`src/rtl/bitnn_mem_arb_if.sv`:
```
// rtl/bitnn_mem_arb_if.sv - client request/response and unified mem port bundle for bitnn_mem_arb
// master = arbiter side, slave = clients plus memory.
interface bitnn_mem_arb_if #(
  parameter int NUM_REQ = 3,
  parameter int ADDR_W  = 32,
  parameter int DATA_W  = 64,
  parameter int TAG_W   = 4
);
  logic [NUM_REQ-1:0]             req_valid;
  logic [NUM_REQ-1:0][1:0]        req_cmd;
  logic [NUM_REQ-1:0][ADDR_W-1:0] req_addr;
  logic [NUM_REQ-1:0][DATA_W-1:0] req_data;
  logic [NUM_REQ-1:0]             req_ready;
  logic [NUM_REQ-1:0]             rsp_valid;
  logic [DATA_W-1:0]              rsp_data;

  logic [1:0]        proc2mem_command;
  logic [ADDR_W-1:0] proc2mem_addr;
  logic [DATA_W-1:0] proc2mem_data;
  logic [TAG_W-1:0]  mem2proc_transaction_tag;
  logic [DATA_W-1:0] mem2proc_data;
  logic [TAG_W-1:0]  mem2proc_data_tag;

  modport master (
    input  req_valid, req_cmd, req_addr, req_data,
    input  mem2proc_transaction_tag, mem2proc_data, mem2proc_data_tag,
    output req_ready, rsp_valid, rsp_data,
    output proc2mem_command, proc2mem_addr, proc2mem_data
  );

  modport slave (
    output req_valid, req_cmd, req_addr, req_data,
    output mem2proc_transaction_tag, mem2proc_data, mem2proc_data_tag,
    input  req_ready, rsp_valid, rsp_data,
    input  proc2mem_command, proc2mem_addr, proc2mem_data
  );
endinterface

```
`src/rtl/bitnn_mem_arb.sv`:
```
// rtl/bitnn_mem_arb.sv - arbiter and tag router between bitNN memory clients and the unified mem port
// MEM_ARB_FIXED_PRIO_EN selects fixed priority (lowest index wins); default is round-robin.
module bitnn_mem_arb #(
  parameter int NUM_REQ   = 3,
  parameter int MAX_OUTST = 8,
  parameter int ADDR_W    = 32,
  parameter int DATA_W    = 64,
  parameter int TAG_W     = 4
) (
  input  logic clock,
  input  logic reset,
  bitnn_mem_arb_if.master bus,
  output logic idle,
  output logic tag_err
);
  localparam int ID_W     = (NUM_REQ > 1) ? $clog2(NUM_REQ) : 1;
  localparam int NUM_TAGS = 1 << TAG_W;

  // Command encoding: 0 = none, 1 = load, 2 = store
  localparam logic [1:0] MEM_NONE = 2'd0;
  localparam logic [1:0] MEM_LOAD = 2'd1;

  typedef enum logic {S_IDLE, S_ISSUE} state_e;

  state_e                        state_q, state_d;
  logic [1:0]                    iss_cmd_q, iss_cmd_d;
  logic [ADDR_W-1:0]             iss_addr_q, iss_addr_d;
  logic [DATA_W-1:0]             iss_data_q, iss_data_d;
  logic [ID_W-1:0]               iss_id_q, iss_id_d;
  logic [NUM_TAGS-1:0]           tag_vld_q, tag_vld_d;
  logic [NUM_TAGS-1:0][ID_W-1:0] tag_own_q, tag_own_d;
  logic [3:0]                    outst_q, outst_d;
  logic [NUM_REQ-1:0]            rsp_valid_q, rsp_valid_d;
  logic [DATA_W-1:0]             rsp_data_q, rsp_data_d;
  logic                          tag_err_q, tag_err_d;
  logic                          idle_q, idle_d;
`ifndef MEM_ARB_FIXED_PRIO_EN
  logic [ID_W-1:0]               rr_ptr_q, rr_ptr_d;
`endif

  logic               accept, arb_en, load_ok, win;
  logic [ID_W-1:0]    win_id;
  logic [NUM_REQ-1:0] elig, req_ready_d;
  logic [4:0]         committed;
  logic               inc, dec;

  assign accept = (state_q == S_ISSUE) && (bus.mem2proc_transaction_tag != '0);
  assign arb_en = (state_q == S_IDLE) || accept;

  // A load sitting in the issue register is about to occupy a tag, so it counts against the cap.
  assign committed = {1'b0, outst_q} + 5'((state_q == S_ISSUE) && (iss_cmd_q == MEM_LOAD));
  assign load_ok   = committed < 5'(MAX_OUTST);

  always_comb begin
    elig = '0;
    for (int i = 0; i < NUM_REQ; i++) begin
      elig[i] = bus.req_valid[i] && (bus.req_cmd[i] != MEM_NONE) &&
                ((bus.req_cmd[i] != MEM_LOAD) || load_ok);
    end
  end

`ifdef MEM_ARB_FIXED_PRIO_EN
  always_comb begin
    win    = 1'b0;
    win_id = '0;
    for (int k = NUM_REQ - 1; k >= 0; k--) begin
      if (elig[k]) begin
        win    = 1'b1;
        win_id = ID_W'(k);
      end
    end
  end
`else
  always_comb begin
    int idx;
    idx    = 0;
    win    = 1'b0;
    win_id = '0;
    for (int k = 0; k < NUM_REQ; k++) begin
      idx = int'(rr_ptr_q) + k;
      if (idx >= NUM_REQ) idx = idx - NUM_REQ;
      if (!win && elig[idx]) begin
        win    = 1'b1;
        win_id = ID_W'(idx);
      end
    end
  end
`endif

  always_comb begin
    state_d     = state_q;
    iss_cmd_d   = iss_cmd_q;
    iss_addr_d  = iss_addr_q;
    iss_data_d  = iss_data_q;
    iss_id_d    = iss_id_q;
    tag_vld_d   = tag_vld_q;
    tag_own_d   = tag_own_q;
    rsp_valid_d = '0;
    rsp_data_d  = rsp_data_q;
    tag_err_d   = tag_err_q;
    req_ready_d = '0;
    inc         = 1'b0;
    dec         = 1'b0;
`ifndef MEM_ARB_FIXED_PRIO_EN
    rr_ptr_d    = rr_ptr_q;
`endif

    if (arb_en && win) begin
      state_d             = S_ISSUE;
      iss_cmd_d           = bus.req_cmd[win_id];
      iss_addr_d          = bus.req_addr[win_id];
      iss_data_d          = bus.req_data[win_id];
      iss_id_d            = win_id;
      req_ready_d[win_id] = 1'b1;
`ifndef MEM_ARB_FIXED_PRIO_EN
      rr_ptr_d = (win_id == ID_W'(NUM_REQ - 1)) ? '0 : win_id + 1'b1;
`endif
    end else if (accept) begin
      state_d = S_IDLE;
    end

    if (bus.mem2proc_data_tag != '0) begin
      if (tag_vld_q[bus.mem2proc_data_tag]) begin
        rsp_valid_d[tag_own_q[bus.mem2proc_data_tag]] = 1'b1;
        rsp_data_d                                    = bus.mem2proc_data;
        tag_vld_d[bus.mem2proc_data_tag]              = 1'b0;
        dec                                           = 1'b1;
      end else begin
        tag_err_d = 1'b1;
      end
    end

    // Applied after the response clear so a reused tag ends up owned by the new load.
    if (accept && (iss_cmd_q == MEM_LOAD)) begin
      tag_vld_d[bus.mem2proc_transaction_tag] = 1'b1;
      tag_own_d[bus.mem2proc_transaction_tag] = iss_id_q;
      inc                                     = 1'b1;
    end

    outst_d = outst_q + 4'(inc) - 4'(dec);
    idle_d  = (state_d == S_IDLE) && (outst_d == '0);
  end

  always_ff @(posedge clock or negedge reset) begin
    if (!reset) begin
      state_q     <= S_IDLE;
      iss_cmd_q   <= MEM_NONE;
      iss_addr_q  <= '0;
      iss_data_q  <= '0;
      iss_id_q    <= '0;
      tag_vld_q   <= '0;
      tag_own_q   <= '0;
      outst_q     <= '0;
      rsp_valid_q <= '0;
      rsp_data_q  <= '0;
      tag_err_q   <= 1'b0;
      idle_q      <= 1'b1;
`ifndef MEM_ARB_FIXED_PRIO_EN
      rr_ptr_q    <= '0;
`endif
    end else begin
      state_q     <= state_d;
      iss_cmd_q   <= iss_cmd_d;
      iss_addr_q  <= iss_addr_d;
      iss_data_q  <= iss_data_d;
      iss_id_q    <= iss_id_d;
      tag_vld_q   <= tag_vld_d;
      tag_own_q   <= tag_own_d;
      outst_q     <= outst_d;
      rsp_valid_q <= rsp_valid_d;
      rsp_data_q  <= rsp_data_d;
      tag_err_q   <= tag_err_d;
      idle_q      <= idle_d;
`ifndef MEM_ARB_FIXED_PRIO_EN
      rr_ptr_q    <= rr_ptr_d;
`endif
    end
  end

  assign bus.req_ready        = req_ready_d;
  assign bus.rsp_valid        = rsp_valid_q;
  assign bus.rsp_data         = rsp_data_q;
  assign bus.proc2mem_command = (state_q == S_ISSUE) ? iss_cmd_q : MEM_NONE;
  assign bus.proc2mem_addr    = (state_q == S_ISSUE) ? iss_addr_q : '0;
  assign bus.proc2mem_data    = (state_q == S_ISSUE) ? iss_data_q : '0;
  assign idle                 = idle_q;
  assign tag_err              = tag_err_q;
endmodule
```
`src/flat_wrapper.sv`:
```
// flat-port wrapper written by rule: the top's interface ports become plain ports
module bitnn_mem_arb_flat 
#(
  parameter int NUM_REQ   = 3,
  parameter int MAX_OUTST = 8,
  parameter int ADDR_W    = 32,
  parameter int DATA_W    = 64,
  parameter int TAG_W     = 4
)
  (clock, reset, idle, tag_err, bus_req_valid, bus_req_cmd, bus_req_addr, bus_req_data, bus_mem2proc_transaction_tag, bus_mem2proc_data, bus_mem2proc_data_tag, bus_req_ready, bus_rsp_valid, bus_rsp_data, bus_proc2mem_command, bus_proc2mem_addr, bus_proc2mem_data);
  bitnn_mem_arb_if #(.NUM_REQ(NUM_REQ), .ADDR_W(ADDR_W), .DATA_W(DATA_W), .TAG_W(TAG_W)) bus_i ();
  input  logic clock;
  input  logic reset;
  output logic idle;
  output logic tag_err;
  input wire logic [$bits(bus_i.req_valid)-1:0] bus_req_valid;
  input wire logic [$bits(bus_i.req_cmd)-1:0] bus_req_cmd;
  input wire logic [$bits(bus_i.req_addr)-1:0] bus_req_addr;
  input wire logic [$bits(bus_i.req_data)-1:0] bus_req_data;
  input wire logic [$bits(bus_i.mem2proc_transaction_tag)-1:0] bus_mem2proc_transaction_tag;
  input wire logic [$bits(bus_i.mem2proc_data)-1:0] bus_mem2proc_data;
  input wire logic [$bits(bus_i.mem2proc_data_tag)-1:0] bus_mem2proc_data_tag;
  output wire logic [$bits(bus_i.req_ready)-1:0] bus_req_ready;
  output wire logic [$bits(bus_i.rsp_valid)-1:0] bus_rsp_valid;
  output wire logic [$bits(bus_i.rsp_data)-1:0] bus_rsp_data;
  output wire logic [$bits(bus_i.proc2mem_command)-1:0] bus_proc2mem_command;
  output wire logic [$bits(bus_i.proc2mem_addr)-1:0] bus_proc2mem_addr;
  output wire logic [$bits(bus_i.proc2mem_data)-1:0] bus_proc2mem_data;
  assign bus_i.req_valid = bus_req_valid;
  assign bus_i.req_cmd = bus_req_cmd;
  assign bus_i.req_addr = bus_req_addr;
  assign bus_i.req_data = bus_req_data;
  assign bus_i.mem2proc_transaction_tag = bus_mem2proc_transaction_tag;
  assign bus_i.mem2proc_data = bus_mem2proc_data;
  assign bus_i.mem2proc_data_tag = bus_mem2proc_data_tag;
  assign bus_req_ready = bus_i.req_ready;
  assign bus_rsp_valid = bus_i.rsp_valid;
  assign bus_rsp_data = bus_i.rsp_data;
  assign bus_proc2mem_command = bus_i.proc2mem_command;
  assign bus_proc2mem_addr = bus_i.proc2mem_addr;
  assign bus_proc2mem_data = bus_i.proc2mem_data;
  bitnn_mem_arb #(.NUM_REQ(NUM_REQ), .MAX_OUTST(MAX_OUTST), .ADDR_W(ADDR_W), .DATA_W(DATA_W), .TAG_W(TAG_W)) u_core (.clock(clock), .reset(reset), .bus(bus_i), .idle(idle), .tag_err(tag_err));
endmodule
```
`config.mk`:
```
export PLATFORM = sky130hd
export DESIGN_NAME = bitnn_mem_arb_flat
export DESIGN_NICKNAME = d
export VERILOG_FILES = /design/src/rtl/bitnn_mem_arb_if.sv /design/src/rtl/bitnn_mem_arb.sv /design/src/flat_wrapper.sv
export SDC_FILE = /design/constraint.sdc
export NUM_CORES = 1
export LEC_CHECK = 0
export CORE_AREA = 2 2 208 210
export CTS_CLUSTER_SIZE = 20
export DETAILED_ROUTE_END_ITERATION = 10
export DIE_AREA = 0 0 210 212
export HOLD_SLACK_MARGIN = 0.15
export PLACE_DENSITY = 0.66
export SLEW_MARGIN = 20
export SYNTH_ARGS = -nofsm -noshare
export SYNTH_HDL_FRONTEND = slang
export SYNTH_SLANG_ARGS = --single-unit
```
`constraint.sdc`:
```
create_clock -name clock -period 4.7 [get_ports clock]
set_input_delay 0.94 -clock clock [delete_from_list [all_inputs] [get_ports clock]]
set_output_delay 0.94 -clock clock [all_outputs]
set_load 0.02 [all_outputs]
```
After elaboration in Yosys (flattened, before gate mapping)
Cells that the tools add are included.

Input port bits: 371. Word-level logic and storage cells: 148. Register bits after elaboration: 224. Output and inout bits: 170.

Reduce and logical (&&, ||, !) cells: 31. Bitwise logic cells: 6. Muxes and demuxes: 54. Add/subtract/negate cells: 9. Equality and inequality tests: 5. $lt $le $gt $ge: 15.

Operators by type and width (number): $mux 32 (5); $bmux 64 s2 (1); $mux 64 (2); $lt 32x4->1 const B (3); $bmux 32 s2 (1); $ge 32x3->1 const B (2); $sub 32x3->32 const B (2); $mux 16 (3); $bwmux 32 (1); $mux 1 (19); $logic_and 1x1->1 (17); $and 16x16->16 (1); $mux 2 (8); $not 16->16 (1); $or 16x16->16 (1); $lt 4x5->1 const B (2); $mux 3 (3); $bmux 2 s4 (1); $demux 1 s4 (2); $demux 2 s4 (1); $ge 4x1->1 const B (2); $reduce_bool 4->1 (2); $bmux 1 s2 (3); $lt 2x3->1 const B (2); other kinds (22) (35).

Depth between registers and ports, before layout
Gate-level depths: netlist of the first run.

Depth in word-level cells: 21. Gate-level depth with buffers: 14. Mapped depth without buffers: 12.

Least setup slack after synthesis of the first run
OpenSTA, ideal clock, no wires.

Kind: input port to flip-flop. Start: in bus_mem2proc_data_tag[0]. End: reg u_core.idle_q, in the netlist u_core.idle. Setup time: 0.062 ns. Required time: 4.638 ns. Stages on the path: 14. Path slack: 0.439 ns. Arrival: 4.199 ns. Path buffers: 2. Cell sequence: clkbuf_1 > mux4_2 > mux4_2 > o21ai_1 > inv_1 > clkbuf_1 > ha_1 > inv_1 > ha_1 > inv_1 > fa_1 > inv_1 > nor4_1 > and3_1.

Longest elaborated chain between the ends: 7. Elaborated cells between the ends (all ways): 8. Those cells by class: 1 x add/sub; 4 x mux; 3 x reduce/logical.

Ends and longest elaborated chain: from (decl) (line flat_wrapper.sv:22) `input wire logic [$bits(bus_i.mem2proc_data_tag)-1:0] bus_mem2proc_data_tag;`; $bmux 1 s4 (line bitnn_mem_arb.sv:123) `if (tag_vld_q[bus.mem2proc_data_tag]) begin`; $mux 1 (implied by the code) (line bitnn_mem_arb.sv:123); $mux 1 (line bitnn_mem_arb.sv:123); $mux 1 * (line bitnn_mem_arb.sv:122) `if (bus.mem2proc_data_tag != '0) begin`; named net u_core.dec (line bitnn_mem_arb.sv:45) `logic inc, dec;`; $sub 4x1->4 * (line bitnn_mem_arb.sv:140) `outst_d = outst_q + 4'(inc) - 4'(dec);`; named net u_core.outst_d[1] (line bitnn_mem_arb.sv:32) `logic [3:0] outst_q, outst_d;`; $logic_not 4->1 * (line bitnn_mem_arb.sv:141) `idle_d = (state_d == S_IDLE) && (outst_d == '0);`; $logic_and 1x1->1 * (line bitnn_mem_arb.sv:141); named net u_core.idle_d (line bitnn_mem_arb.sv:36) `logic idle_q, idle_d;`; to (signal assigned) (line bitnn_mem_arb.sv:173) `idle_q <= idle_d;`; to (decl) (line bitnn_mem_arb.sv:36).

Mark *: on every way through the listed nets, which the timed path passes. The rest lies on a longest branch. The select of a mux whose other input is x is not followed. A chain may end at the register's enable or synchronous reset.

Worst setup path after layout of the first run
Start: reg u_core.outst_q[1]. End: out bus_req_ready[1].

Longest elaborated chain between the ends: 19. Elaborated cells between the ends (all ways): 34. Those cells by class: 1 x add/sub; 3 x order compare; 18 x mux; 12 x reduce/logical.

Ends and longest elaborated chain: from (decl) (line bitnn_mem_arb.sv:32); from (signal assigned) (line bitnn_mem_arb.sv:169) `outst_q <= outst_d;`; $add 4x1->5 * (line bitnn_mem_arb.sv:51) `assign committed = {1'b0, outst_q} + 5'((state_q == S_ISSUE) && (iss_cmd_q == MEM_LOAD));`; $lt 5x4->1 * (line bitnn_mem_arb.sv:52) `assign load_ok = committed < 5'(MAX_OUTST);`; $logic_or 1x1->1 (line bitnn_mem_arb.sv:58) `((bus.req_cmd[i] != MEM_LOAD) || load_ok);`; $logic_and 1x1->1 (line bitnn_mem_arb.sv:57) `elig[i] = bus.req_valid[i] && (bus.req_cmd[i] != MEM_NONE) &&`; $bmux 1 s2 (line bitnn_mem_arb.sv:82) `if (!win && elig[idx]) begin`; $mux 1 (implied by the code) (2 in a row) (line bitnn_mem_arb.sv:82); $mux 1 (line bitnn_mem_arb.sv:82); $logic_not 1->1 (line bitnn_mem_arb.sv:82); [... 2 more ...]; $logic_not 1->1 (line bitnn_mem_arb.sv:82); $logic_and 1x1->1 (line bitnn_mem_arb.sv:82); $mux 2 (line bitnn_mem_arb.sv:82); $lt 2x3->1 (implied by the code) / $ge 2x1->1 (equally long branches) (line bitnn_mem_arb.sv:114) `req_ready_d[win_id] = 1'b1;`; $logic_and 1x1->1 (implied by the code) (line bitnn_mem_arb.sv:114); $mux 1 (implied by the code) (line bitnn_mem_arb.sv:114); $demux 1 s2; $mux 3 * (line bitnn_mem_arb.sv:108) `if (arb_en && win) begin`; to (decl) (line flat_wrapper.sv:23) `output wire logic [$bits(bus_i.req_ready)-1:0] bus_req_ready;`.

Every way passes the cells marked *; elsewhere a longest branch is shown, timed or not. The select of a mux whose other input is x is not followed.

==> results of run 1 <==
## final cells by class
| class | count | area share (%) |
|---|---|---|
| Clock buffer | 33 | 3.90 |
| Clock inverter | 19 | 1.34 |
| Inverter | 15 | 0.289 |
| Multi-Input combinational cell | 978 | 33.2 |
| Sequential cell | 224 | 28.8 |
| Tap cell | 546 | 3.51 |
| Timing Repair Buffer | 561 | 28.9 |
## cell usage in the layout, fill, tap and decap left out, drive strengths merged, types with 2 or more instances in the layout
cell type        n
clkinv           9
or3              2
o31ai            2
nor3b            3
clkdlybuf4s50  539
nor2           110
and3           100
mux2           113
dfrtp          223
a311o           98
nor3             6
and2            99
bufinv           5
o211ai           3
nand3b           4
a211oi           3
mux4            15
ha               8
clkinvlp         5
o21ai           42
nand2          234
or2              3
inv             15
clkbuf          33
nand2b           7
a21oi            2
buf             22
nor2b            6
nor4             2
mux2i            4
nand3          103
## Yosys cell counts, types with 2 or more instances
library cell  count
mux4_2           15
o21ai_0          39
nor2_1          110
or2_2             2
buf_1            15
clkbuf_1         92
buf_4             3
a21oi_1           2
nor4_1            2
a311o_1          98
mux2i_1           4
and2_1           99
nand3b_1          4
nand2b_1          7
nor2b_1           6
inv_1            15
nor3_1            6
nor3b_1           3
nand3_1         103
or3_1             2
buf_2            12
nand2_1         234
o21ai_1           2
dfrtp_1         223
mux2_2          112
ha_1              8
a211oi_1          3
and3_1          100
o211ai_1          2
## per-stage QoR
stage	setup WS [ns]	area, µm²	cells	util [%]	total power [W]
after floorplan	0.439	12600	1340	-	0.00741
after global placement	0.252	18400	2324	43.4	0.0102
after detailed placement	0.246	18400	2324	43.4	0.0103
after CTS	0.224	19500	2376	45.8	0.0127
after global routing	0.0399	19500	2376	45.8	0.0133
final	0.257	19500	2376	45.8	0.0126
## worst max-delay path, stage by stage (launching register included)
cell and delay (ns):
dfrtp_1 0.45, ha_1 0.24, nor2b_1 0.13, mux2_4 0.32, o31ai_2 0.32, a21oi_1 0.18, o21ai_1 0.19, nand4_1 0.27
nor2_1 0.20, clkdlybuf4s50_1 0.64
## per-layer routing
metal	share of wire, %	track usage [%]	routed length, µm	vias up
li1	-	-	-	5630
met1	41	24.6	18900	5923
met2	50	36.2	23400	479
met3	6.7	3.74	3130	69
met4	2.4	5.45	1110	2
met5	0.036	0	17	-
## sequential cells by signal, indices dropped and copies added (netlist names)
name / count
u_core.bus.rsp_data: 64
u_core.bus.rsp_valid: 3
u_core.idle: 1
u_core.iss_addr_q: 32
u_core.iss_cmd_q: 2
u_core.iss_data_q: 64
u_core.iss_id_q: 2
u_core.outst_q: 4
u_core.rr_ptr_q: 2
u_core.state_q: 1
u_core.tag_err: 1
u_core.tag_own_q: 32
u_core.tag_vld_q: 16
## cell families after synthesis
kind of cell | count (synthesis)
adder cells (fa/ha/maj) | 9
XOR/XNOR | 2
buffers and inverters | 138
multiplexers | 132
AND/OR/NAND/NOR | 681
AO/OA/AOI/OAI | 154
flip-flops | 224
## power by group through the flow
| stage | clock network [W] | registers (W) | logic [W] |
|---|---|---|---|
| final | 0.00234 | 0.00328 | 0.00698 |
| after global routing | 0.00249 | 0.00339 | 0.00747 |
| after CTS | 0.00240 | 0.00328 | 0.00703 |
| after detailed placement | 0 | 0.00331 | 0.00700 |
| after global placement | 0 | 0.00327 | 0.00694 |
| after floorplan | 0 | 0.00350 | 0.00391 |
## final timing paths
kind,slack (ns),to,cells after the start
setup / recovery,0.26,bus_req_ready[1],9
hold / removal,0.38,u_core.tag_vld_q[0]$_DFF_PN0_,0
setup reg to reg,1.34,u_core.iss_addr_q[12]$_DFFE_PN0P_,10
hold reg to reg,0.38,u_core.tag_vld_q[0]$_DFF_PN0_,0
max in group asynchronous,3.18,u_core.iss_data_q[52]$_DFFE_PN0P_,2
min in group asynchronous,0.39,u_core.bus.rsp_data[61]$_DFFE_PN0P_,1
==> qor.csv, run 1 <==
metric;value;unit
clock power share;18.6;%
core area;0.0425;mm²
Gate power share;55.4;%
Power per Cell Area;648;mW/mm²
sequential fraction of the synthesis area;44.6;%
synth unique cells;46;
critical path type;reg -> out;
worst r2r src;u_core.outst_q[1]$_DFF_PN0_;
Multi-input gate area;0.00646;mm²
Worst-path clk slew;0.06;ns
starting density of the core;29.6;%
cts bufs inserted;28;
Critical Path Start Type;flip-flop;
status;complete, no violations;
H-tree depth;1;
main combinational cell family by area after synthesis;simple AND/OR/NAND/NOR gates;
Post-Synthesis Cell Area;0.0126;mm²
DRC;0;
Die ar.;0.0445;mm²
Post-synth top flop;dfrtp_1;
# diodes;0;
leakage power;8.48;nW
Synth area leaders;dfrtp_1 44%, mux2_2 10%, a311o_1 7.8%;
post-synthesis cell count;1340;
initial antenna violation count;1;
Switching Power;0.00506;W
number of I/O pins;541;
post-synthesis compound-gate area fraction;10.5;%
Tcrit/Tclk final;94.5;%
chip width;210;µm
sequential power share;26.1;%
relative slew slack;34.1;%
DR vias/cell;5.09;
ys async rst share;100;%
area share of fa/ha/maj cells after synthesis;0.956;%
CP Data Required Time;3.76;ns
die height;212;µm
Clock Sinks;224;
hold buffer count at CTS;0;
# resized after CTS;0;
Filler cells;4058;
register area;0.00561;mm²
RSZ-0062 raised after global routing;no;
share of cells above drive strength 1;11.9;%
Initial DRC Count;778;
WHS;0.376;ns
post-synth top area cell;dfrtp_1;
dpl hpwl;32800;µm
Total Routing Usage GR;20.1;%
PortBufs;540;
Post-CTS Setup Bufs;0;
Final nets;2188;
largest net degree at the start of global routing;106;
Slew @ Worst Pin;0.989;ns
area delta synth->final;54.9;%
fmax;0.225;GHz
CTS tree;built;
post-DR wirelength/cell;19.6;µm
post-synthesis net count;1720;
vias in the first global route;12300;
Hold Vio Cnt, Final;0;
crit path DAT;3.50;ns
Clock Latency Late Sink;0.57;ns
routed vias;12100;
synthesized flop and latch total;224;
max-slew violation count;0;
Pre-Repair DR Iteration Count;6;
top-area cell type share of the netlist area;44.4;%
Final setup viols;0;
Root Driver;clkbuf_16;
antenna viol nets, final;0;
row count;76;
max-cap viol count;0;
Clock Path Buffers;3;
peak fanout along the critical path;5;
Avg Cell Area, Syn;9.37;µm²
Hold Startpoint;u_core.tag_vld_q[0]$_DFF_PN0_;
gpl congestion;0.956;
xor and xnor fraction of the mapped netlist area;0.139;%
YS warnings;0;
worst vdd ir;0.591;mV
post-synthesis simple-gate area fraction;26.2;%
mux cell area share after synthesis;13.2;%
worst setup skew after layout;0.0270;ns
switch share;40.2;%
setup TNS;0;ns
total gr overflow;0;
Internal;0.00754;W
Critical Path End Type;output port;
global-route wire length before repair;71300;µm
beginning of the critical path;u_core.outst_q[1]$_DFF_PN0_;
min cycle time layout;4.44;ns
drt total wl;46600;µm
Hold WC Path Type;reg -> reg;
EDFF count, synth;0;
Power figures use the tool's default switching activity.
==> run 2: changes to the inputs <==
CORE_AREA = 2 2 212 214   (was 2 2 208 210)
DIE_AREA = 0 0 214 216   (was 0 0 210 212)
clock period = 3.9 ns   (was 4.7 ns; I/O delays follow)
==> qor.csv, run 2 (same netlist as run 1, synthesis figures left out) <==
metric;value;unit
status;complete, no violations;
fmax;0.273;GHz
Final nets;2194;
H-tree depth;1;
RSZ-0062 raised after global routing;no;
Initial DRC Count;963;
crit path DAT;2.89;ns
Root Driver;clkbuf_16;
# resized after CTS;4;
Hold Vio Cnt, Final;0;
drt total wl;47300;µm
peak fanout along the critical path;5;
Clock Latency Late Sink;0.55;ns
gpl congestion;0.953;
Critical-path top delay cell;dfrtp_1;
Final Instance Area;0.0196;mm²
Hold WC Path Type;in -> async;
DRC;0;
delay-heaviest family, CP;compound AO/OA/AOI/OAI gates;
worst setup skew after layout;0.0102;ns
commonest non-fill, non-tap cells in the layout;536 x clkdlybuf4s50_1, 233 x nand2_1, 222 x dfrtp_1, 112 x mux2_2, 110 x nor2_1;
post-DR wirelength/cell;19.5;µm
Die ar.;0.0462;mm²
max-cap viol count;0;
global-route wire length before repair;73300;µm
row count;77;
initial antenna violation count;1;
PortBufs;540;
DR vias/cell;5.06;
antenna viol nets, final;0;
Worst-path clk slew;0.06;ns
Total Routing Usage GR;19.9;%
core area;0.0438;mm²
clock power share;19.6;%
setup TNS;0;ns
largest net degree at the start of global routing;111;
dpl hpwl;33500;µm
Filler cells;4201;
Post-DP Area;0.0185;mm²
Post-CTS Setup Bufs;0;
critical path type;reg -> out;
CTS tree;built;
total gr overflow;0;
Final setup viols;0;
sequential power share;25.7;%
number of I/O pins;541;
relative slew slack;33.8;%
CP Cell Sequence;ha_1, nor2b_1, mux2_4, o31ai_4, a21oi_1, o21ai_1, nand4_1, nor2_1, clkbuf_2;
Pre-Repair DR Iteration Count;5;
Internal;0.00930;W
Slew @ Worst Pin;0.993;ns
commonest non-fill, non-tap cell in the layout;clkdlybuf4s50_1;
Power per Cell Area;783;mW/mm²
switch share;39.5;%
Clock Sinks;224;
cts bufs inserted;29;
vias in the first global route;12600;
max-slew violation count;0;
CP Buf/Inv Count;1;
max incr delay on CP;0.44;ns
leakage power;8.56;nW
starting density of the core;28.7;%
hold buffer count at CTS;0;
min cycle time layout;3.67;ns
die height;216;µm
Critical Path Start Type;flip-flop;
Tcrit/Tclk final;94.1;%
Switching Power;0.00607;W
area delta synth->final;56.3;%
share of cells above drive strength 1;12.3;%
worst vdd ir;0.578;mV
Gate power share;54.7;%
chip width;214;µm
CP Data Required Time;3.12;ns
Critical Path End Type;output port;
routed vias;12300;
Clock Path Buffers;3;
-- run 2: cell count changes in the layout (fill, tap and decap cells not counted), sizes merged --
cell / delta
clkinv: -3
clkdlybuf4s50: -3
diode: +1
bufinv: +2
buf: +5
clkbuf: +8
clkinvlp: -3
-- run 2: metrics by stage --
stage          instances  setup slack, ns  hold WS, ns  utilization [%]  power (W)
2_1_floorplan       1340          0.00907        0.425                -    0.00893
3_3_place_gp        2375           -0.299        0.365             42.3     0.0123
3_5_place_dp        2375           -0.359        0.363             42.3     0.0124
4_1_cts             2428         0.000133        0.326             44.8     0.0155
5_1_grt             2428           0.0926        0.347             44.8     0.0163
6_report            2429            0.231        0.311             44.8     0.0154
-- run 2: worst paths after layout --
check / to / from / slack (ns) / cells after the start
worst max-delay path: bus_req_ready[0] / u_core.outst_q[1]$_DFF_PN0_ / 0.23 / 9
worst max register to register: u_core.iss_data_q[32]$_DFFE_PN0P_ / u_core.outst_q[1]$_DFF_PN0_ / 0.60 / 10
min in group clock: u_core.tag_own_q[1]$_DFFE_PN0P_ / u_core.tag_own_q[1]$_DFFE_PN0P_ / 0.38 / 0
max in group asynchronous: u_core.iss_addr_q[24]$_DFFE_PN0P_ / reset / 2.76 / 2
worst min register to register: u_core.tag_own_q[1]$_DFFE_PN0P_ / u_core.tag_own_q[1]$_DFFE_PN0P_ / 0.38 / 0
worst min-delay path: u_core.bus.rsp_data[53]$_DFFE_PN0P_ / reset / 0.31 / 1
-- run 2: power by group through the flow --
stage	Sequential, W	Combinational (W)	Clock (W)
after floorplan	0.00422	0.00471	0
after global placement	0.00394	0.00833	0
after detailed placement	0.00399	0.00843	0
after CTS	0.00396	0.00846	0.00308
after global routing	0.00409	0.00898	0.00319
final	0.00396	0.00840	0.00301
-- run 2: worst register-to-register path, delay by kind of cell (launching register included) --
kind            cells  cell delay, ns
compound gates      2            0.42
fa+ha+maj           1            0.24
buf+inv             2            1.01
flops               1            0.44
mux                 2            0.47
simple gates        3            0.65
-- run 2: cell type report --
class                           instances  area (µm²)  area share (%)
Multi-Input combinational cell        978        6470            33.0
Timing Repair Buffer                  566        5670            28.9
Sequential cell                       224        5610            28.6
Clock buffer                           38         830            4.23
Tap cell                              592         741            3.77
Clock inverter                         15         259            1.32
Inverter                               15        56.3           0.287
Antenna cell                            1        2.50          0.0127
-- run 2: routing by layer --
metal,vias to the layer above,global-route usage (%),wire length (µm)
met1,5993,24.3,19000
met3,100,4.43,3340
met5,-,0,0
li1,5640,-,-
met4,0,7.13,1730
met2,551,34.2,23300
==> run 3: changes to the inputs <==
==> constraint.sdc (replaced) <==
create_clock -name clock -period 3.9 [get_ports clock]
set_input_delay 0.78 -clock clock [delete_from_list [all_inputs] [get_ports clock]]
set_output_delay 0.78 -clock clock [all_outputs]
set_load 0.1 [all_outputs]
==> qor.csv, run 3 (same netlist as run 1, synthesis figures left out) <==
metric;value;unit
post-DR wirelength/cell;19.5;µm
CP Data Required Time;3.12;ns
Multi-input gate area;0.00649;mm²
chip width;214;µm
Filler cells;4235;
fin worst setup slack;0.143;ns
setup TNS;0;ns
cts bufs inserted;27;
max-slew violation count;0;
Power per Cell Area;1040;mW/mm²
Root Driver;clkbuf_16;
gpl congestion;0.990;
Initial DRC Count;790;
relative slew slack;29.9;%
crit path DAT;2.98;ns
row count;77;
H-tree depth;1;
Post-DP Area;0.0184;mm²
PortBufs;540;
hold buffer count at CTS;0;
Clock Latency Late Sink;0.55;ns
DRC;0;
min cycle time layout;3.76;ns
fmax;0.266;GHz
Critical Path Start Type;flip-flop;
largest net degree at the start of global routing;99;
Hold Vio Cnt, Final;0;
Final nets;2197;
total gr overflow;0;
commonest non-fill, non-tap cells in the layout;437 x clkdlybuf4s50_1, 233 x nand2_1, 222 x dfrtp_1, 124 x buf_4, 112 x mux2_2;
register area;0.00561;mm²
Final setup viols;0;
max incr delay on CP;0.43;ns
leakage power;8.67;nW
number of I/O pins;541;
Die ar.;0.0462;mm²
Clock Sinks;224;
Slew @ Worst Pin;1.05;ns
worst setup skew after layout;0.0156;ns
Tcrit/Tclk final;96.3;%
status;complete, no violations;
Hold WC Path Type;in -> async;
DR vias/cell;5.00;
routed vias;12200;
starting density of the core;28.7;%
peak fanout along the critical path;31;
vias in the first global route;12500;
Pwr Total;0.0201;W
antenna viol nets, final;0;
dpl hpwl;33700;µm
max-cap viol count;0;
Critical-path top delay cell;or3_1;
Clock Path Buffers;3;
Total Routing Usage GR;19.8;%
commonest non-fill, non-tap cell in the layout;clkdlybuf4s50_1;
Worst-path clk slew;0.06;ns
initial antenna violation count;5;
Core Util, Final;44.1;%
CP Cell Sequence;inv_1, ha_1, nor3_1, or3_1, a211oi_4, nand2_8, nor2_2, buf_12;
share of cells above drive strength 1;17.8;%
worst vdd ir;0.576;mV
global-route wire length before repair;73500;µm
die height;216;µm
Final Instance Area;0.0193;mm²
core area;0.0438;mm²
area delta synth->final;53.9;%
CTS tree;built;
drt total wl;47300;µm
Critical Path End Type;output port;
Pre-Repair DR Iteration Count;5;
critical path type;reg -> out;
Place WS;-0.295;ns
-- run 3: cell type report --
class	count	share of cell area (%)
Sequential cell	224	29.0
Clock inverter	11	0.855
Timing Repair Buffer	571	28.5
Tap cell	592	3.83
Clock buffer	36	3.93
Antenna cell	3	0.0388
Multi-Input combinational cell	978	33.6
Inverter	15	0.291
-- run 3: repair_timing --
action,4_1_cts,5_1_grt
endpoints found under the setup margin,3,3
pin swaps,1,1
setup buffers,2,0
gates resized for setup,0,3
-- run 3: per-layer routing --
metal | vias to the layer above | routed length [µm] | global-route usage [%]
met5 | - | 12 | 0
met4 | 2 | 1620 | 6.55
met3 | 93 | 3270 | 4.54
met2 | 483 | 23400 | 34.7
met1 | 5926 | 19000 | 23.9
li1 | 5646 | - | -
-- run 3: worst paths after layout --
kind / start / end / slack (ns) / cells after the start
min in group clock: u_core.tag_own_q[1]$_DFFE_PN0P_ / u_core.tag_own_q[1]$_DFFE_PN0P_ / 0.37 / 0
min reg2reg: u_core.tag_own_q[1]$_DFFE_PN0P_ / u_core.tag_own_q[1]$_DFFE_PN0P_ / 0.37 / 0
max: u_core.rr_ptr_q[1]$_DFFE_PN0P_ / bus_req_ready[1] / 0.14 / 8
max reg2reg: u_core.outst_q[1]$_DFF_PN0_ / u_core.iss_addr_q[0]$_DFFE_PN0P_ / 0.70 / 9
min: reset / u_core.bus.rsp_data[12]$_DFFE_PN0P_ / 0.24 / 1
max in group asynchronous: reset / u_core.idle$_DFF_PN1_ / 2.70 / 2
-- run 3: critical path, delay by kind of cell, from the launching register on --
kind,cells,cell delay [ns]
adder cells (fa/ha/maj),1,0.38
AO/OA/AOI/OAI,1,0.40
AND/OR/NAND/NOR,4,0.99
flip-flops,1,0.39
buffers and inverters,2,0.27
-- run 3: report_power, final --
part	internal (W)	switching, W	total [W]
clock	0.00162	0.00102	0.00264
sequential	0.00341	0.000571	0.00398
combinational	0.00382	0.00961	0.0134
total	0.00886	0.0112	0.0201
-- run 3: per-stage QoR --
stage | hold slack [ns] | std cells
floorplan | 0.425 | 1340
global placement | 0.365 | 2378
detailed placement | 0.363 | 2378
CTS | 0.275 | 2427
global route | 0.306 | 2429
finish | 0.245 | 2430
==> edit 1, RTL diff (flow settings as in run 3) <==
The option `MEM_ARB_FIXED_PRIO_EN` is turned on by a define.
--- a/src/rtl/bitnn_mem_arb.sv
+++ b/src/rtl/bitnn_mem_arb.sv
@@ -1,4 +1,6 @@
 // rtl/bitnn_mem_arb.sv - arbiter and tag router between bitNN memory clients and the unified mem port
 // MEM_ARB_FIXED_PRIO_EN selects fixed priority (lowest index wins); default is round-robin.
+`define MEM_ARB_FIXED_PRIO_EN
+
 module bitnn_mem_arb #(
   parameter int NUM_REQ   = 3,
Function: changed (a bounded check fails within 4 cycles, from zero or initial values and one cycle with reset low).
==> edit 1 against run 3 <==
  * Via count up 1.8%
  * Critical path depth up 5
  * Setup slack better by 79 ps
  * Sequential power down 4%
  * Routed wire length up 1.3%
  * Clock skew down 3.1 ps
  * Sequential share of layout area up 0.12 points
  * Final area down 1.3%
  * Total power down 18%
  * Sequential cell count down 2
  * Synthesized area down 0.88%
  * Die area unchanged
  * Non-clock buffer count down 5
  * Critical path type is now in -> reg
  * Largest cell class unchanged
==> edit 1: results (changes against run 3) <==
\begin{tabular}{lr}
\hline
Metric & Value \\
\hline
\multicolumn{2}{l}{\textbf{Yosys}} \\
Top cells by instance count after synthesis & 221 x sky130\_fd\_sc\_hd\_\_dfrtp\_1, 117 x sky130\_fd\_sc\_hd\_\_nand2\_1, 108 x sky130\_fd\_sc\_hd\_\_inv\_1 (was 234 x sky130\_fd\_sc\_hd\_\_nand2\_1, 223 x sky130\_fd\_sc\_hd\_\_dfrtp\_1, 112 x sky130\_fd\_sc\_hd\_\_mux2\_2) \\
Number of cells produced by synthesis & 1274 (was 1340) \\
Synth Net Count & 1652 (was 1720) \\
\multicolumn{2}{l}{\textbf{Outcome}} \\
Result of the run & finished clean (unchanged) \\
\multicolumn{2}{l}{\textbf{Critical path}} \\
Worst setup slack for register-to-register paths & 770 ps (was 700 ps) \\
Critical path fanouts, max & 5 (was 31) \\
Launching point of the worst reg2reg path & u\_core.iss\_cmd\_q[1]\$\_DFFE\_PN0P\_ (was u\_core.outst\_q[1]\$\_DFF\_PN0\_) \\
End of the critical path & u\_core.idle\$\_DFF\_PN1\_ (was bus\_req\_ready[1]) \\
Cell with the largest stage delay on the worst path & sky130\_fd\_sc\_hd\_\_clkdlybuf4s50\_1 (was sky130\_fd\_sc\_hd\_\_or3\_1) \\
\multicolumn{2}{l}{\textbf{Routing}} \\
Highest metal used & met4 (was met5) \\
WL met3 & 3.51 mm (was 3.27 mm) \\
Detailed route wirelength on metal2 & 23.1 mm (was 23.4 mm) \\
Overall routed net length & 47.9 mm (was 47.3 mm) \\
\multicolumn{2}{l}{\textbf{GRT}} \\
Via count of the first global-routing pass & 12714 (was 12539) \\
Met3 Use GR & 3.83\% (was 4.54\%) \\
Wire length of the first global-routing pass & 74.6 mm (was 73.5 mm) \\
Antenna violations before repair & 2 (was 5) \\
GR met2 Demand/Resource & 34.1\% (was 34.7\%) \\
\multicolumn{2}{l}{\textbf{Timing}} \\
Clock Skews & 12.5 ps (was 15.6 ps) \\
Transition time at the pin with the least slew margin & 1250 ps (was 1050 ps) \\
Maximum clock frequency & 0.272 GHz (was 0.266 GHz) \\
Final worst hold slack & 213 ps (was 245 ps) \\
\multicolumn{2}{l}{\textbf{Power and ir drop}} \\
Leakage component of the power & 8.22 nW (was 8.67 nW) \\
Peak supply drop & 0.670 mV (was 0.576 mV) \\
\multicolumn{2}{l}{\textbf{Place}} \\
Placed Area & 0.0182 sq mm (was 0.0184 sq mm) \\
Pre-CTS WS & -326 ps (was -295 ps) \\
\multicolumn{2}{l}{\textbf{CTS}} \\
Total clock buffers created by CTS & 26 (was 27) \\
\multicolumn{2}{l}{\textbf{Final layout}} \\
Non-Filler Instances & 2355 (was 2430) \\
\hline
\end{tabular}
[edit 1: cell types whose count changed after synthesis, sizes merged, moves of 97 or more]
cell	run 3	this run
a311o	98	0
and3	100	3
nand2	234	117
nand4	1	98
[edit 1: critical path, delay by kind of cell]
kind / cells / cell delay (ps)
AOI/OAI and AO/OA: 1 / 220
adders and majority gates: 3 / 950
buffers and inverters: 5 / 880
muxes: 2 / 900
and+or+nand+nor: 2 / 430
[edit 1: cells by family after synthesis]
family          after synthesis  synth area share (%)
buf+inv                     233                  7.65
fa+ha+maj                     7                 0.764
simple gates                464                  19.7
xor+xnor                      2                 0.141
flops                       222                  44.6
compound gates              235                  15.8
mux                         111                  11.3
[edit 1: report_power, final]
part,internal [mW],switching [mW]
registers,3.22,0.607
logic,2.67,7.29
clock network,1.55,1.01
[edit 1: final cells by class]
class	instances	share of cell area [%]
multi-input cells	819	31.5
flip-flops and latches	222	29.1
repair buffers	566	28.7
clock buffers	36	3.98
well taps	592	3.88
inverters	108	2.13
clock inverters	11	0.708
diodes	1	0.0131
==> edit 2, RTL diff (settings of run 3) <==
Made on the original files. `iss_addr_q` no longer has a reset.
--- a/src/rtl/bitnn_mem_arb.sv
+++ b/src/rtl/bitnn_mem_arb.sv
@@ -146,5 +146,4 @@
       state_q     <= S_IDLE;
       iss_cmd_q   <= MEM_NONE;
-      iss_addr_q  <= '0;
       iss_data_q  <= '0;
       iss_id_q    <= '0;
@@ -162,5 +161,4 @@
       state_q     <= state_d;
       iss_cmd_q   <= iss_cmd_d;
-      iss_addr_q  <= iss_addr_d;
       iss_data_q  <= iss_data_d;
       iss_id_q    <= iss_id_d;
@@ -178,4 +176,8 @@
   end
 
+  always_ff @(posedge clock) begin
+    iss_addr_q <= iss_addr_d;
+  end
+
   assign bus.req_ready        = req_ready_d;
   assign bus.rsp_valid        = rsp_valid_q;
Check against the original RTL: not settled (the Yosys comparison gave no result); the edit may change what the design does.
==> edit 2 against run 3 <==
  * Final area is 6.1% lower
  * Synthesized cell count is 15% lower
  * Largest cell class is now registers
  * Synthesized area decreased by 9.2%
  * Setup slack improved by 18 ps
  * Sequential cell count unchanged
  * Routed wire length decreased by 13%
Power is not shown: default switching activity piles up to over one toggle a cycle in this logic, so the estimate is an artifact.
==> edit 2: results (changes against run 3) <==
\begin{tabular}{lr}
\hline
Metric & Value \\
\hline
\multicolumn{2}{l}{\textbf{Outcome}} \\
Result of the run & finished clean (unchanged) \\
\multicolumn{2}{l}{\textbf{Yosys}} \\
Top cells by instance count after synthesis & 279 x sky130\_fd\_sc\_hd\_\_nand2\_1, 191 x sky130\_fd\_sc\_hd\_\_dfrtp\_1, 99 x sky130\_fd\_sc\_hd\_\_and2\_1 (was 234 x sky130\_fd\_sc\_hd\_\_nand2\_1, 223 x sky130\_fd\_sc\_hd\_\_dfrtp\_1, 112 x sky130\_fd\_sc\_hd\_\_mux2\_2) \\
Synthesized-area fraction occupied by ao, oa, aoi and oai cells & 12.1\% (was 10.5\%) \\
Async S/R FF share, synth & 85.7\% (was 100\%) \\
Mux share of post-synthesis cell area & 12.1\% (was 13.2\%) \\
\multicolumn{2}{l}{\textbf{Critical path}} \\
Worst setup slack for register-to-register paths & 780 ps (was 700 ps) \\
Source of the critical timing path & u\_core.outst\_q[2]\$\_DFF\_PN0\_ (was u\_core.rr\_ptr\_q[1]\$\_DFFE\_PN0P\_) \\
End of the critical path & bus\_req\_ready[2] (was bus\_req\_ready[1]) \\
Critical path fanouts, max & 4 (was 31) \\
\multicolumn{2}{l}{\textbf{GRT}} \\
Via count of the first global-routing pass & 10708 (was 12539) \\
Overall global routing resource usage & 17.4\% (was 19.8\%) \\
Met1 global-route usage & 21.3\% (was 23.9\%) \\
GR met2 Demand/Resource & 30.1\% (was 34.7\%) \\
Wire length of the first global-routing pass & 63.2 mm (was 73.5 mm) \\
Antenna violations before repair & 9 (was 5) \\
\multicolumn{2}{l}{\textbf{Routing}} \\
Drt initial violations & 612 (was 790) \\
Wire length the detailed router placed on met1 & 17.0 mm (was 19.0 mm) \\
Overall routed net length & 41.2 mm (was 47.3 mm) \\
\multicolumn{2}{l}{\textbf{Timing}} \\
Transition time at the pin with the least slew margin & 1040 ps (was 1050 ps) \\
\multicolumn{2}{l}{\textbf{Place}} \\
Weighted congestion reported at the end of routability-driven placement & 0.919 (was 0.990) \\
\hline
\end{tabular}
edit 2: cell count changes after synthesis, sizes merged, moves of 65 or more:
cell / change
a311o: -97
nand3: -98
and3: -98
a21oi: +65
a22o: +66
nor2: -98
mux2: -80
edit 2: critical path, stage by stage (launching register included):
cell and delay [ps]:
sky130_fd_sc_hd__dfrtp_1 420, sky130_fd_sc_hd__ha_2 220, sky130_fd_sc_hd__xnor2_2 220, sky130_fd_sc_hd__and4b_1 290, sky130_fd_sc_hd__a211oi_4 80, sky130_fd_sc_hd__and2b_1 210
sky130_fd_sc_hd__o211ai_1 230, sky130_fd_sc_hd__nand4_1 210, sky130_fd_sc_hd__buf_4 210, sky130_fd_sc_hd__nor2_2 140, sky130_fd_sc_hd__buf_12 190
edit 2: repair_timing:
| action | 4_1_cts | 5_1_grt |
|---|---|---|
| pin swaps | 1 | 4 |
| setup buffers | 1 | 2 |
| gates resized for setup | 2 | 4 |
| endpoints found under the hold margin | 0 | 0 |
| setup endpoints to repair | 2 | 3 |
edit 2: metrics by stage:
| stage | setup TNS, ps | cells | cell area [sq um] | hold slack, ps | utilization, % |
|---|---|---|---|---|---|
| floorplan | -63.3 | 1142 | 11400 | 425 | - |
| global placement | -309 | 2216 | 17200 | 362 | 39.2 |
| detailed placement | -282 | 2216 | 17200 | 363 | 39.2 |
| CTS | 0 | 2266 | 18100 | 198 | 41.3 |
| global route | -71.8 | 2270 | 18200 | 227 | 41.4 |
| finish | 0 | 2271 | 18200 | 209 | 41.4 |
edit 2: layout make-up:
type	count	area, sq um	area share (%)
diodes	3	7.51	0.0414
clock buffers	31	691	3.80
clock inverters	18	205	1.13
inverters	79	297	1.63
multi-input cells	759	4970	27.4
flip-flops and latches	224	5770	31.8
well taps	592	741	4.08
repair buffers	565	5470	30.1
